File: config.mk
export PLATFORM = sky130hd
export DESIGN_NAME = serial_word_capture
export DESIGN_NICKNAME = d
export VERILOG_FILES = /design/src/rtl/serial_word_capture.sv
export SDC_FILE = /design/constraint.sdc
export NUM_CORES = 1
export LEC_CHECK = 0
export CORE_ASPECT_RATIO = 1.1
export CORE_MARGIN = 5
export CORE_UTILIZATION = 28
export DETAILED_ROUTE_END_ITERATION = 12
export MAX_ROUTING_LAYER = met4
export SYNTH_ARGS = -nofsm -noshare
export SYNTH_HDL_FRONTEND = slang
export SYNTH_SLANG_ARGS = --single-unit
File: constraint.sdc
create_clock -name clk -period 4.2 [get_ports clk]
set_input_delay 0.63 -clock clk [delete_from_list [all_inputs] [get_ports clk]]
set_output_delay 0.63 -clock clk [all_outputs]
set_load 0.02 [all_outputs]
File: src/rtl/serial_word_capture.sv
// serial_word_capture: deserializes a 74299-style serial stream into WIDTH-bit words
// and queues them in a first-word-fall-through FIFO drained over valid/ready.
//
// Ports:
//   clk        system clock, rising-edge active
//   clr_n      asynchronous active-low reset
//   shift_en   sample sdata this cycle
//   sdata      serial data bit
//   dir        0: new bit enters LSB (MSB-first), 1: new bit enters MSB (LSB-first)
//   start      word-alignment strobe, discards the partial word
//   word_ready consumer accepts the head word
//   clear_ovf  clears the sticky overflow flag
//   word_out   FIFO head word (0 while empty)
//   word_valid FIFO non-empty
//   fill       words currently held
//   bit_cnt    bits collected in the current partial word
//   overflow   sticky, a completed word was dropped on a full FIFO
module serial_word_capture #(
    parameter int WIDTH = 16,
    parameter int DEPTH = 4
) (
    input  logic                       clk,
    input  logic                       clr_n,
    input  logic                       shift_en,
    input  logic                       sdata,
    input  logic                       dir,
    input  logic                       start,
    input  logic                       word_ready,
    input  logic                       clear_ovf,
    output logic [WIDTH-1:0]           word_out,
    output logic                       word_valid,
    output logic [$clog2(DEPTH):0]     fill,
    output logic [$clog2(WIDTH)-1:0]   bit_cnt,
    output logic                       overflow
);
    localparam int CW = $clog2(WIDTH);
    localparam int AW = $clog2(DEPTH);
    localparam logic [AW:0] FULL = (AW+1)'(DEPTH);
    localparam logic [CW-1:0] LAST = CW'(WIDTH-1);

    logic [WIDTH-1:0] shreg, base, nxt;
    logic [CW-1:0]    cnt_base;
    logic [WIDTH-1:0] mem [DEPTH];
    logic [AW-1:0]    wr_ptr, rd_ptr;
    logic             push, pop, full, store;

    // start wipes the partial word before this cycle's bit is applied
    always_comb begin
        base     = start ? '0 : shreg;
        cnt_base = start ? '0 : bit_cnt;
        nxt      = dir ? {sdata, base[WIDTH-1:1]} : {base[WIDTH-2:0], sdata};
        push     = shift_en && (cnt_base == LAST);
        pop      = word_valid && word_ready;
        full     = fill == FULL;
        // a full FIFO still accepts the word when the head leaves in the same cycle
        store    = push && (!full || pop);
    end

    assign word_valid = fill != '0;
    assign word_out   = word_valid ? mem[rd_ptr] : '0;

    always_ff @(posedge clk or negedge clr_n) begin
        if (!clr_n) begin
            shreg   <= '0;
            bit_cnt <= '0;
        end else begin
            shreg   <= shift_en ? nxt : base;
            bit_cnt <= shift_en ? (push ? '0 : cnt_base + CW'(1)) : cnt_base;
        end
    end

    always_ff @(posedge clk) begin
        if (store)
            mem[wr_ptr] <= nxt;
    end

    always_ff @(posedge clk or negedge clr_n) begin
        if (!clr_n) begin
            wr_ptr   <= '0;
            rd_ptr   <= '0;
            fill     <= '0;
            overflow <= 1'b0;
        end else begin
            if (store)
                wr_ptr <= wr_ptr + AW'(1);
            if (pop)
                rd_ptr <= rd_ptr + AW'(1);
            fill <= fill + {{AW{1'b0}}, store} - {{AW{1'b0}}, pop};
            // a new drop beats a simultaneous clear
            if (push && !store)
                overflow <= 1'b1;
            else if (clear_ovf)
                overflow <= 1'b0;
        end
    end
endmodule

==> results.cfg, run 1 <==
[timing]
max_slew.worst_pin.slew_ps = 929
setup_ws_ps = 1150
timing.final.crit_period_ps = 3050
finalHoldViolCount = 0
max_slew_margin = 0.378
finalCritPeriodShare = 0.726
grt_setup_unrepaired = false
fin_clk_skew_ps = 8.08
number_of_setup_violations_in_the_final_report = 0
finalMaxSlewViolations = 0
sum_of_negative_setup_slack_ps = 0
timing.fmax_mhz = 328

[cells_and_area]
num-fill-cells = 1365
diodes = 0
final_layout_size_suffix_gt1_frac = 0.157
layout_utilization = 0.348
layout.area.seq_um2 = 2620
flow.area_growth_from_synthesis_pct = 22.4
multi_input_comb_area_um2 = 1190
layout.nets = 292

[critical_path]
crit_path_launch = rd_ptr[1]$_DFFE_PN0N_
critPathRequiredTime_ps = 3570
reg2reg_setup_slack_ps = 1560
cp_top_family = flip-flops
r2r_end = fill[2]$_DFF_PN0_
critical_setup_path_class = reg2out
r2r-start = bit_cnt[0]$_DFF_PN0_
critical_path.startpoint_type = flop
timing.critical_path.buf_inv = 1
critPathArrivalTime_ps = 2420
worstPathMaxFanout = 17
critPathCaptureType = primary output
max_stage_delay_ps = 950
crit_path_cell_trace = mux4_2, and2_1, clkdlybuf4s50_1
worstRegToRegCells = 10
critical_path.slowest_cell = dfrtp_1

[cts]
cts_buffer_depth = 2
cts_tree = yes
resized_cells_post_cts = 0
clock_latency_ps = 330
clock_sinks = 92
total_cts_buffers = 9
cts_hold_buffers = 0
clk_root_buf = clkbuf_16
clk_pin_slew_ps = 70
number_of_levels_the_h_tree_was_split_into = 3
number_of_buffers_inserted_to_repair_setup_after_cts = 0

[grt]
grt_pass1_wl_um = 12100
first_global_vias = 2178
track_usage = 0.101
grt_max_degree = 29
globalRouteOverflowTotal = 0
initial_antenna_violation_count = 0

[detailed_routing]
residual_drc_count = 0
ant_nets = 0
drt_pass1_iterations = 4
wirelength_um = 7470
routed_wire_length_per_instance_um = 15.9
avgViaCountPerCell = 4.47
num_vias = 2095
drtIter0Drc = 93

[status]
status = finished clean

[synthesis]
ys.flop_type = edfxtp_1
synth_seq_area_share = 0.672
yosysWarnings = 0
synth_enable_flop_cells = 64
postSynthNetCount = 254
synth.ff_latch_count = 92
synthArstFlopShare = 0.304
synth_cells = 238
synthesis.area_per_instance_um2 = 16.4
number_of_different_library_cells_in_the_post_synthesis_netlist = 31
syn_area_um2 = 3900

[pwr]
powerDensity_nw_per_um2 = 543
standby_leakage_power_nw = 1.78
vdd.ir_drop.worst_v = 0.000340

[floorplan]
i_o_pins = 33
core.rowCount = 45
die_height_um = 134
floorplan.initialDensity = 0.284
design.core.area_um2 = 13700
die_x_um = 123
die_area_um2 = 16400

[placed_design]
dp_slack_ps = 899
place_congestion = 0.704
detailed_place_hpwl_um = 4700
port_buffers = 32

[min_path]
whs_endpoint = overflow$_DFFE_PN0P_
hp-class = reg2reg
worstHoldPathCells = 2
worst_hold_startpoint = overflow$_DFFE_PN0P_

[job]
cap_violations = 0
synthesized netlist by cell type, types with 3 or more instances:
cell,number,share of area
edfxtp_1,64,0.49
dfrtp_1,28,0.18
and2_1,21,0.034
mux4_2,16,0.092
nor2_1,16,0.015
a22o_1,14,0.031
mux2i_1,14,0.036
ha_1,7,0.022
inv_1,7,0.0067
nand2_1,7,0.0067
buf_2,6,0.0077
clkbuf_1,4,0.0038
nor2b_1,4,0.0064
xnor2_1,4,0.0090
nand2b_1,3,0.0048
o21ai_0,3,0.0038
cell type report:
type                            instances  area share
Sequential cell                        92       0.549
Timing Repair Buffer                   40      0.0796
Clock buffer                            9      0.0471
Clock inverter                          7      0.0204
Multi-Input combinational cell        126       0.249
Tap cell                              188      0.0492
Inverter                                7     0.00550
state kept, by name (all words and copies together), names as in the netlist:
name and count:
shreg 16, fill 3, rd_ptr 2, overflow 1, wr_ptr 2, mem 64, bit_cnt 4
where the power goes:
group	switching (mW)	internal, mW	leakage, nW
Sequential	0.0680	0.994	0.977
Combinational	0.310	0.357	0.651
Clock	0.342	0.525	0.154
Total	0.720	1.88	1.78
kinds of logic after synthesis:
logic type,count (synthesis),share of synthesized area
compound gates,22,0.0442
simple gates,57,0.0823
fa+ha+maj,8,0.0276
mux,33,0.138
buf+inv,20,0.0231
flops,92,0.672
xor+xnor,6,0.0135
metal layers:
| layer | global-route usage | vias up | wire, µm |
|---|---|---|---|
| met5 | - | - | 0 |
| met1 | 0.130 | 1075 | 3460 |
| met4 | 0.0280 | 0 | 63 |
| met2 | 0.157 | 52 | 3650 |
| li1 | - | 964 | - |
| met3 | 0.0274 | 4 | 296 |
cells in the final DEF, fill, tap and decap left out, drive strengths merged, types with 2 or more instances in the layout:
cell,netlist,layout
edfxtp,64,64
clkdlybuf4s50,0,32
dfrtp,28,28
and2,21,21
nor2,16,16
mux4,16,16
mux2i,14,14
a22o,14,14
clkbuf,4,9
inv,7,9
buf,9,8
nand2,7,7
ha,7,7
nor2b,4,4
xnor2,4,4
nand2b,3,3
o21ai,3,3
mux2,3,3
or3,2,2
xor2,2,2
a21oi,2,2
bufinv,0,2
clkinv,0,2
worst max-delay path by stage:
stage / cells past startpoint / slack [ps] / end
finish: 3 / 1150 / word_out[5]
global route: 3 / 1010 / word_out[7]
CTS: 3 / 1110 / word_out[10]
detailed placement: 11 / 900 / fill[2]$_DFF_PN0_
global placement: 11 / 990 / fill[2]$_DFF_PN0_
floorplan: 11 / 1440 / fill[2]$_DFF_PN0_
per-stage QoR:
step,cells,instance area [µm²],hold WS (ps),power [mW]
after floorplan,238,3910,334,1.49
after global placement,453,4460,483,1.76
after detailed placement,453,4460,489,1.77
after CTS,469,4780,508,2.64
after global routing,469,4780,514,2.73
final,469,4780,498,2.60
worst register-to-register path: stages (launching register included):
cell	delay, ps
dfrtp_1	410
nor2b_1	220
ha_1	230
nand2_1	140
nor4b_4	430
inv_1	90
ha_1	290
inv_1	40
ha_1	180
fa_1	380
xnor2_1	140
Note: power is estimated with default switching activity, not from simulation.
==> run 2: changes to the inputs <==
Clock period 4.2 ns to 2.6 ns, I/O delays scaled along.
==> run 2 against run 1 <==
  * Via count rose by 2.1%
  * Combinational power rose by 74%
  * Sequential share of layout area fell by 1.5 points
==> results.cfg, run 2 (same netlist as run 1, synthesis figures left out) <==
[floorplan]
i_o_pins = 33
core.rowCount = 45
floorplan.initialDensity = 0.284
die_height_um = 134
design.core.area_um2 = 13700
die_area_um2 = 16400
die_x_um = 123

[pwr]
switchingPower_mw = 1.15
seq_power_share = 0.405
vdd.ir_drop.worst_v = 0.000505
clkPwrFrac = 0.312
powerDensity_nw_per_um2 = 834
standby_leakage_power_nw = 1.92
comb_power_share = 0.283
power_report.internal_total_mw = 2.95
switching_share = 0.280

[detailed_routing]
residual_drc_count = 0
drtIter0Drc = 159
routed_wire_length_per_instance_um = 15.4
avgViaCountPerCell = 4.45
num_vias = 2140
wirelength_um = 7400
ant_nets = 0
drt_pass1_iterations = 4

[placed_design]
post_dp_cell_area_um2 = 4590
place_congestion = 0.780
detailed_place_hpwl_um = 4760
port_buffers = 32

[min_path]
hp-class = in2async

[critical_path]
critPathArrivalTime_ps = 2110
critical_setup_path_class = reg2out
critical_path.startpoint_type = flop
worstPathMaxFanout = 14
worstRegToRegCells = 10
critPathRequiredTime_ps = 2210
critPathCaptureType = primary output

[timing]
grt_setup_unrepaired = false
number_of_setup_violations_in_the_final_report = 0
timing.fmax_mhz = 400
max_slew_margin = 0.352
timing.final.crit_period_ps = 2500
finalMaxSlewViolations = 0
finalHoldViolCount = 0
fin_clk_skew_ps = 5.59
finalCritPeriodShare = 0.962
max_slew.worst_pin.slew_ps = 969

[cells_and_area]
fin_area_um2 = 4910
final_cell_mix = edfxtp_1, dfrtp_1, and2_1
reg_top3 = mem: 64 flops, shreg: 16 flops, bit_cnt: 4 flops
largest_register = mem
num-fill-cells = 1340
multi_input_comb_area_um2 = 1190
layout_utilization = 0.357
diodes = 0
mostFrequentLayoutCell = edfxtp_1
largest_register_ff_count = 64
flow.area_growth_from_synthesis_pct = 25.7
final_layout_size_suffix_gt1_frac = 0.191
layout.nets = 304
layout.area.seq_um2 = 2620

[cts]
clock_sinks = 92
clock_latency_ps = 330
number_of_levels_the_h_tree_was_split_into = 3
cts_hold_buffers = 0
cts_tree = yes
clk_root_buf = clkbuf_16
clk_pin_slew_ps = 60
cts_buffer_depth = 2
total_cts_buffers = 9

[job]
cap_violations = 0

[status]
status = finished clean

[grt]
grt_pass1_wl_um = 12300
first_global_vias = 2265
track_usage = 0.102
grt_max_degree = 29
initial_antenna_violation_count = 0
globalRouteOverflowTotal = 0
-- run 2: cell count changes in the layout (fill, tap and decap cells not counted), moves of 5 or more --
cell	delta
dlygate4sd2_1	+7
clkdlybuf4s50_1	-13
dlymetal6s2s_1	+6
buf_12	+5
buf_4	+7
-- run 2: stage by stage --
stage | hold slack, ps | cells | total power, mW | setup slack (ps) | setup TNS [ps]
after floorplan | 94.4 | 238 | 2.41 | 80.2 | 0
after global placement | 465 | 462 | 2.89 | -122 | -175
after detailed placement | 466 | 462 | 2.90 | -175 | -276
after CTS | 445 | 480 | 4.17 | 4.76 | 0
after global routing | 486 | 481 | 4.31 | 7.04 | 0
final | 435 | 481 | 4.09 | 97.6 | 0
-- run 2: worst paths after layout --
path	start	to	slack, ps
worst min register to register	rd_ptr[1]$_DFFE_PN0N_	rd_ptr[1]$_DFFE_PN0N_	470
max in group asynchronous	clr_n	shreg[15]$_DFF_PN0_	1880
worst max-delay path	rd_ptr[0]$_DFFE_PN0N_	word_out[5]	100
worst max register to register	bit_cnt[0]$_DFF_PN0_	fill[2]$_DFF_PN0_	290
min in group clk	rd_ptr[1]$_DFFE_PN0N_	rd_ptr[1]$_DFFE_PN0N_	470
worst min-delay path	clr_n	fill[2]$_DFF_PN0_	440
-- run 2: layout make-up --
type / instances / area share
Tap cell: 188 / 0.0479
Inverter: 7 / 0.00535
Sequential cell: 92 / 0.534
Multi-Input combinational cell: 126 / 0.243
Clock inverter: 6 / 0.0133
Timing Repair Buffer: 52 / 0.110
Clock buffer: 10 / 0.0466
-- run 2: layer usage --
| layer | track usage | share of wire | wire length, µm |
|---|---|---|---|
| met1 | 0.134 | 0.46 | 3370 |
| met5 | - | 0 | 0 |
| met2 | 0.153 | 0.48 | 3540 |
| met4 | 0.0411 | 0.018 | 133 |
| met3 | 0.0219 | 0.048 | 354 |
-- run 2: power groups by stage --
| stage | registers [mW] | logic [mW] | clock network (mW) |
|---|---|---|---|
| after floorplan | 1.70 | 0.712 | 0 |
| after global placement | 1.69 | 1.20 | 0 |
| after detailed placement | 1.69 | 1.21 | 0 |
| after CTS | 1.66 | 1.20 | 1.31 |
| after global routing | 1.67 | 1.27 | 1.37 |
| final | 1.66 | 1.16 | 1.28 |
-- run 2: repair_timing --
action | in CTS | in global routing
hold endpoints to repair | 0 | 0
gates cloned | 0 | 0
gates resized for setup | 7 | 6
buffers inserted | 2 | 1
endpoints found under the setup margin | 16 | 9
-- run 2: critical path, cell delays in order, from the launching register on --
cell and delay, ps:
dfrtp_1 390, buf_12 180, mux4_2 510, and2_1 160, clkdlybuf4s50_1 530
